<file path="src/rtl/sha256_compress_if.sv">
// Block-in / digest-out bundle for the SHA-256 compression engine.
interface sha256_compress_if;
  logic         block_valid;
  logic         block_ready;
  logic [0:511] block;
  logic         block_first;
  logic         block_last;
  logic         digest_valid;
  logic [0:255] digest;
  logic         busy;

  modport master (
    output block_valid, block, block_first, block_last,
    input  block_ready, digest_valid, digest, busy
  );

  modport slave (
    input  block_valid, block, block_first, block_last,
    output block_ready, digest_valid, digest, busy
  );
endinterface

</file>
<file path="src/rtl/sha256_compress.sv">
// SHA-256 compression engine: one round per clock, chains H across blocks,
// 66-cycle block period (accept, 64 rounds, H update).
module sha256_compress (
  input  logic               clk,
  input  logic               reset,
  sha256_compress_if.slave   bus
);

  typedef enum logic [1:0] {IDLE, ROUND, UPDATE} state_t;

  localparam logic [31:0] IV [8] = '{
    32'h6a09e667, 32'hbb67ae85, 32'h3c6ef372, 32'ha54ff53a,
    32'h510e527f, 32'h9b05688c, 32'h1f83d9ab, 32'h5be0cd19
  };

  localparam logic [31:0] K [64] = '{
    32'h428a2f98, 32'h71374491, 32'hb5c0fbcf, 32'he9b5dba5, 32'h3956c25b, 32'h59f111f1, 32'h923f82a4, 32'hab1c5ed5,
    32'hd807aa98, 32'h12835b01, 32'h243185be, 32'h550c7dc3, 32'h72be5d74, 32'h80deb1fe, 32'h9bdc06a7, 32'hc19bf174,
    32'he49b69c1, 32'hefbe4786, 32'h0fc19dc6, 32'h240ca1cc, 32'h2de92c6f, 32'h4a7484aa, 32'h5cb0a9dc, 32'h76f988da,
    32'h983e5152, 32'ha831c66d, 32'hb00327c8, 32'hbf597fc7, 32'hc6e00bf3, 32'hd5a79147, 32'h06ca6351, 32'h14292967,
    32'h27b70a85, 32'h2e1b2138, 32'h4d2c6dfc, 32'h53380d13, 32'h650a7354, 32'h766a0abb, 32'h81c2c92e, 32'h92722c85,
    32'ha2bfe8a1, 32'ha81a664b, 32'hc24b8b70, 32'hc76c51a3, 32'hd192e819, 32'hd6990624, 32'hf40e3585, 32'h106aa070,
    32'h19a4c116, 32'h1e376c08, 32'h2748774c, 32'h34b0bcb5, 32'h391c0cb3, 32'h4ed8aa4a, 32'h5b9cca4f, 32'h682e6ff3,
    32'h748f82ee, 32'h78a5636f, 32'h84c87814, 32'h8cc70208, 32'h90befffa, 32'ha4506ceb, 32'hbef9a3f7, 32'hc67178f2
  };

  function automatic logic [31:0] rotr(input logic [31:0] x, input int unsigned n);
    return (x >> n) | (x << (32 - n));
  endfunction

  state_t      state, state_nxt;
  logic [31:0] h_reg [8];   // chained hash H0..H7
  logic [31:0] wv    [8];   // working variables a..h
  logic [31:0] win   [16];  // message schedule window, win[0] = Wt
  logic [5:0]  t;
  logic        last_q, dv_q, busy_q;
  logic        accept;
  logic [31:0] t1, t2, w_new;

  assign accept = bus.block_valid && bus.block_ready;

  // State register
  always_ff @(posedge clk) begin
    if (reset) state <= IDLE;
    else       state <= state_nxt;
  end

  // Next-state decode
  always_comb begin
    state_nxt = state;
    case (state)
      IDLE:    if (accept) state_nxt = ROUND;
      ROUND:   if (t == 6'd63) state_nxt = UPDATE;
      UPDATE:  state_nxt = IDLE;
      default: state_nxt = IDLE;
    endcase
  end

  // Ready is decoded from state and held low while reset is asserted
  always_comb begin
    bus.block_ready = (state == IDLE) && !reset;
  end

  // Round function and next schedule word
  always_comb begin
    t1 = wv[7] + (rotr(wv[4], 6) ^ rotr(wv[4], 11) ^ rotr(wv[4], 25))
       + ((wv[4] & wv[5]) ^ (~wv[4] & wv[6])) + K[t] + win[0];
    t2 = (rotr(wv[0], 2) ^ rotr(wv[0], 13) ^ rotr(wv[0], 22))
       + ((wv[0] & wv[1]) ^ (wv[0] & wv[2]) ^ (wv[1] & wv[2]));
    w_new = (rotr(win[14], 17) ^ rotr(win[14], 19) ^ (win[14] >> 10)) + win[9]
          + (rotr(win[1], 7) ^ rotr(win[1], 18) ^ (win[1] >> 3)) + win[0];
  end

  // Datapath: block load, round shift, hash update, status flags
  always_ff @(posedge clk) begin
    if (reset) begin
      for (int unsigned i = 0; i < 8; i++) begin
        h_reg[i] <= IV[i];
        wv[i]    <= '0;
      end
      for (int unsigned i = 0; i < 16; i++) win[i] <= '0;
      t      <= '0;
      last_q <= 1'b0;
      dv_q   <= 1'b0;
      busy_q <= 1'b0;
    end else begin
      dv_q   <= 1'b0;
      busy_q <= (state_nxt != IDLE);
      case (state)
        IDLE: begin
          if (accept) begin
            for (int unsigned i = 0; i < 16; i++) win[i] <= bus.block[32*i +: 32];
            last_q <= bus.block_last;
            t      <= '0;
            for (int unsigned i = 0; i < 8; i++) begin
              if (bus.block_first) begin
                h_reg[i] <= IV[i];
                wv[i]    <= IV[i];
              end else begin
                wv[i]    <= h_reg[i];
              end
            end
          end
        end
        ROUND: begin
          wv[0] <= t1 + t2;
          wv[1] <= wv[0];
          wv[2] <= wv[1];
          wv[3] <= wv[2];
          wv[4] <= wv[3] + t1;
          wv[5] <= wv[4];
          wv[6] <= wv[5];
          wv[7] <= wv[6];
          for (int unsigned i = 0; i < 15; i++) win[i] <= win[i+1];
          win[15] <= w_new;
          t <= t + 6'd1;
        end
        UPDATE: begin
          for (int unsigned i = 0; i < 8; i++) h_reg[i] <= h_reg[i] + wv[i];
          dv_q <= last_q;
        end
        default: ;
      endcase
    end
  end

  // Registered status and digest straight from the H registers
  always_comb begin
    bus.digest_valid = dv_q;
    bus.busy         = busy_q;
    for (int unsigned i = 0; i < 8; i++) bus.digest[32*i +: 32] = h_reg[i];
  end

endmodule

</file>
<file path="src/flat_wrapper.sv">
// flat-port wrapper written by rule: the top's interface ports become plain ports
module sha256_compress_flat 
  (clk, reset, bus_block_valid, bus_block, bus_block_first, bus_block_last, bus_block_ready, bus_digest_valid, bus_digest, bus_busy);
  sha256_compress_if bus_i ();
  input  logic clk;
  input  logic reset;
  input wire logic [$bits(bus_i.block_valid)-1:0] bus_block_valid;
  input wire logic [$bits(bus_i.block)-1:0] bus_block;
  input wire logic [$bits(bus_i.block_first)-1:0] bus_block_first;
  input wire logic [$bits(bus_i.block_last)-1:0] bus_block_last;
  output wire logic [$bits(bus_i.block_ready)-1:0] bus_block_ready;
  output wire logic [$bits(bus_i.digest_valid)-1:0] bus_digest_valid;
  output wire logic [$bits(bus_i.digest)-1:0] bus_digest;
  output wire logic [$bits(bus_i.busy)-1:0] bus_busy;
  assign bus_i.block_valid = bus_block_valid;
  assign bus_i.block = bus_block;
  assign bus_i.block_first = bus_block_first;
  assign bus_i.block_last = bus_block_last;
  assign bus_block_ready = bus_i.block_ready;
  assign bus_digest_valid = bus_i.digest_valid;
  assign bus_digest = bus_i.digest;
  assign bus_busy = bus_i.busy;
  sha256_compress u_core (.clk(clk), .reset(reset), .bus(bus_i));
endmodule
</file>
<file path="config.mk">
export PLATFORM = sky130hd
export DESIGN_NAME = sha256_compress_flat
export DESIGN_NICKNAME = d
export VERILOG_FILES = /design/src/rtl/sha256_compress_if.sv /design/src/rtl/sha256_compress.sv /design/src/flat_wrapper.sv
export SDC_FILE = /design/constraint.sdc
export NUM_CORES = 2
export LEC_CHECK = 0
export CAP_MARGIN = 20
export CELL_PAD_IN_SITES_DETAIL_PLACEMENT = 1
export CELL_PAD_IN_SITES_GLOBAL_PLACEMENT = 2
export CORE_MARGIN = 4
export CORE_UTILIZATION = 37
export DETAILED_ROUTE_END_ITERATION = 10
export PLACE_DENSITY = 0.93
export SLEW_MARGIN = 20
export SYNTH_ARGS = -nofsm -noshare
export SYNTH_HDL_FRONTEND = slang
export SYNTH_SLANG_ARGS = --single-unit
</file>
<file path="constraint.sdc">
create_clock -name clk -period 12.25 [get_ports clk]
set_clock_uncertainty 0.1 [all_clocks]
set_input_delay 1.8375 -clock clk [delete_from_list [all_inputs] [get_ports clk]]
set_output_delay 1.8375 -clock clk [all_outputs]
set_load 0.1 [all_outputs]
</file>
==> out/qor.csv <==
metric;value;unit
status;finished clean;
dpl-instance-area;78900;um^2
period_minus_slack;10670;ps
cts_tree;built;
synth_edf_count;992;
die_y;439;um
initial_core_util;37.2;%
ys.flop_type;edfxtp_1;
core-area;185000;um^2
slew_violations;0;
grtUsageTotal;31.7;%
arrival;11130;ps
ctsHoldBuffers;0;
crit_end;u_core.wv[0][31];
drt.antenna.violating_nets;0;
critPathLaunchType;register;
stdcell_area;83000;um^2
grt_pass1_wl;444000;um
clock.fmax;0.0937;GHz
rows;158;
r2r_start;u_core.t[3];
avgRoutedWirePerCell;31.0;um
multi_input_area;35700;um^2
synthCells;6980;
synth_area;68800;um^2
post-route-drc-count;0;
antenna_found_initial;80;
numCtsBuffers;120;
grt_max_degree;197;
synth.net_count;8085;
clock_latency;830;ps
fin_nets;8669;
drtIter0Drc;5801;
num-fill-cells;20620;
r2r-end;u_core.wv[0][31];
tightestPinTransition;1200;ps
ff2ff_path_depth;36;
cts_buffer_depth;3;
die_area;193000;um^2
dr_total_vias;59766;
worstSetupStartpoint;u_core.t[3];
drive_above_1_share;4.66;%
finalSetupViolCount;0;
cts_resized;0;
cpMostUsedCell;a21o_1;
post_cts_buffers;0;
routed_wl;317000;um
ff2ff_setup_slack;1580;ps
htree_levels;3;
max-cap-violations;0;
hp-class;reg2reg;
ios;776;
worstSetupPathType;reg2reg;
hold-path-cell-count;1;
clockRootBuffer;clkbuf_16;
critical-path-slowest-cell;clkinv_1;
final_common_cell;nand2_1;
cp.required;12710;ps
overflow;0;
yosysUniqueCellTypes;95;
dieWidth;439;um
max_slew_margin;19.9;%
fin_tns_setup;0;ps
dp_hpwl;244000;um
gp_congestion;0.978;
synthArstFlopShare;0;%
fin_crit_sh;87.1;%
cts_sinks;1035;
yosysWarnings;0;
ys_seq_elements;1035;
clkTransAtPathRegs;70;ps
grt_pass1_vias;61030;
post_drt_via_cell_ratio;5.86;
final_cell_mix;nand2_1 (1324), edfxtp_1 (992), clkdlybuf4s50_1 (754);
syn2layout_area_growth;20.6;%
regArea;30700;um^2
hold_violations;0;
cp-end-kind;register;
dr.pass1.iters;6;
syn_area_per_cell;9.86;um^2
rsz0062_at_grt;false;
yosysSeqAreaShare;44.5;%
largest_register_ffs;512;
fin_ws;1580;ps
port_buffers;775;
crit_fanout;25;
dpl_worst_slack;1910;ps
slowest_delay;700;ps
[cell usage after synthesis, drive strengths merged (19+ instances only)]
| cell | instances | share of area [%] |
|---|---|---|
| nand2b | 60 | 0.55 |
| o21a | 45 | 0.49 |
| o21ai | 407 | 3.0 |
| a211oi | 45 | 0.50 |
| mux2i | 19 | 0.28 |
| maj3 | 21 | 0.31 |
| xor2 | 176 | 2.2 |
| dfxtp | 43 | 1.3 |
| nand3 | 70 | 0.51 |
| nor3 | 81 | 0.60 |
| mux2 | 19 | 0.31 |
| edfxtp | 992 | 43 |
| or3 | 23 | 0.21 |
| clkbuf | 348 | 1.9 |
| a31oi | 39 | 0.35 |
| and3 | 37 | 0.34 |
| a21o | 197 | 2.1 |
| nor2 | 321 | 1.8 |
| buf | 49 | 0.27 |
| inv | 291 | 1.6 |
| nor2b | 51 | 0.46 |
| o22ai | 44 | 0.40 |
| xnor2 | 382 | 4.9 |
| nand2 | 1324 | 7.2 |
| o211ai | 19 | 0.21 |
| o31ai | 24 | 0.26 |
| ha | 393 | 7.1 |
| a22o | 188 | 2.4 |
| and2 | 21 | 0.19 |
| fa | 195 | 5.7 |
| o21bai | 41 | 0.45 |
| a21oi | 751 | 5.5 |
[final cells by class]
class,count,share of cell area (%)
multi-input cells,5255,43.0
flip-flops and latches,1035,36.9
repair buffers,859,10.1
well taps,2480,3.74
clock buffers,140,3.71
inverters,293,1.35
clock inverters,87,1.04
diodes,54,0.163
[metrics by stage]
stage | cells | utilization (%) | hold WS [ps]
5_1_grt | 10184 | 44.8 | 384
6_report | 10203 | 44.8 | 365
2_1_floorplan | 6980 | - | 330
4_1_cts | 10149 | 44.7 | 366
3_5_place_dp | 9922 | 42.6 | 352
3_3_place_gp | 9922 | 42.6 | 343
[worst min path at each step]
| stage | startpoint | slack [ps] | endpoint |
|---|---|---|---|
| after global routing | u_core.last_q | 380 | u_core.bus.digest_valid |
| after CTS | u_core.last_q | 370 | u_core.last_q |
| after floorplan | u_core.last_q | 330 | u_core.bus.digest_valid |
| final | u_core.last_q | 360 | u_core.bus.digest_valid |
| after global placement | u_core.last_q | 340 | u_core.last_q |
| after detailed placement | u_core.last_q | 350 | u_core.bus.digest_valid |
[logic make-up (layout without fill, tap and decap cells)]
group                      after synthesis  in the layout  synth area share, %
muxes                                   44             44                0.784
AOI/OAI and AO/OA                     1984           1984                 18.1
other                                    0             54                    0
DFF                                   1035           1035                 44.5
xor gates and xnor gates               559            559                 7.14
and+or+nand+nor                       2059           2059                 12.6
buffers and inverters                  690           1379                 3.76
adders and majority gates              609            609                 13.1
[worst max-delay path, delay by kind of cell, from the launching register on]
| family | cells | cell delay, ps |
|---|---|---|
| buf+inv | 4 | 1360 |
| flops | 1 | 680 |
| compound gates | 20 | 4380 |
| fa+ha+maj | 6 | 2620 |
| xor+xnor | 2 | 530 |
| simple gates | 4 | 740 |
[per-layer routing]
layer	vias to the layer above	share of wire, %	track usage, %
li1	26174	-	-
met4	38	6.1	17.4
met2	2598	47	51.6
met3	668	7.4	6.24
met1	30288	39	39.5
met5	-	0.083	0
Power is left out: the tool's default activity adds up to more than one toggle a clock period on the data nets, which glitch-free logic cannot reach.
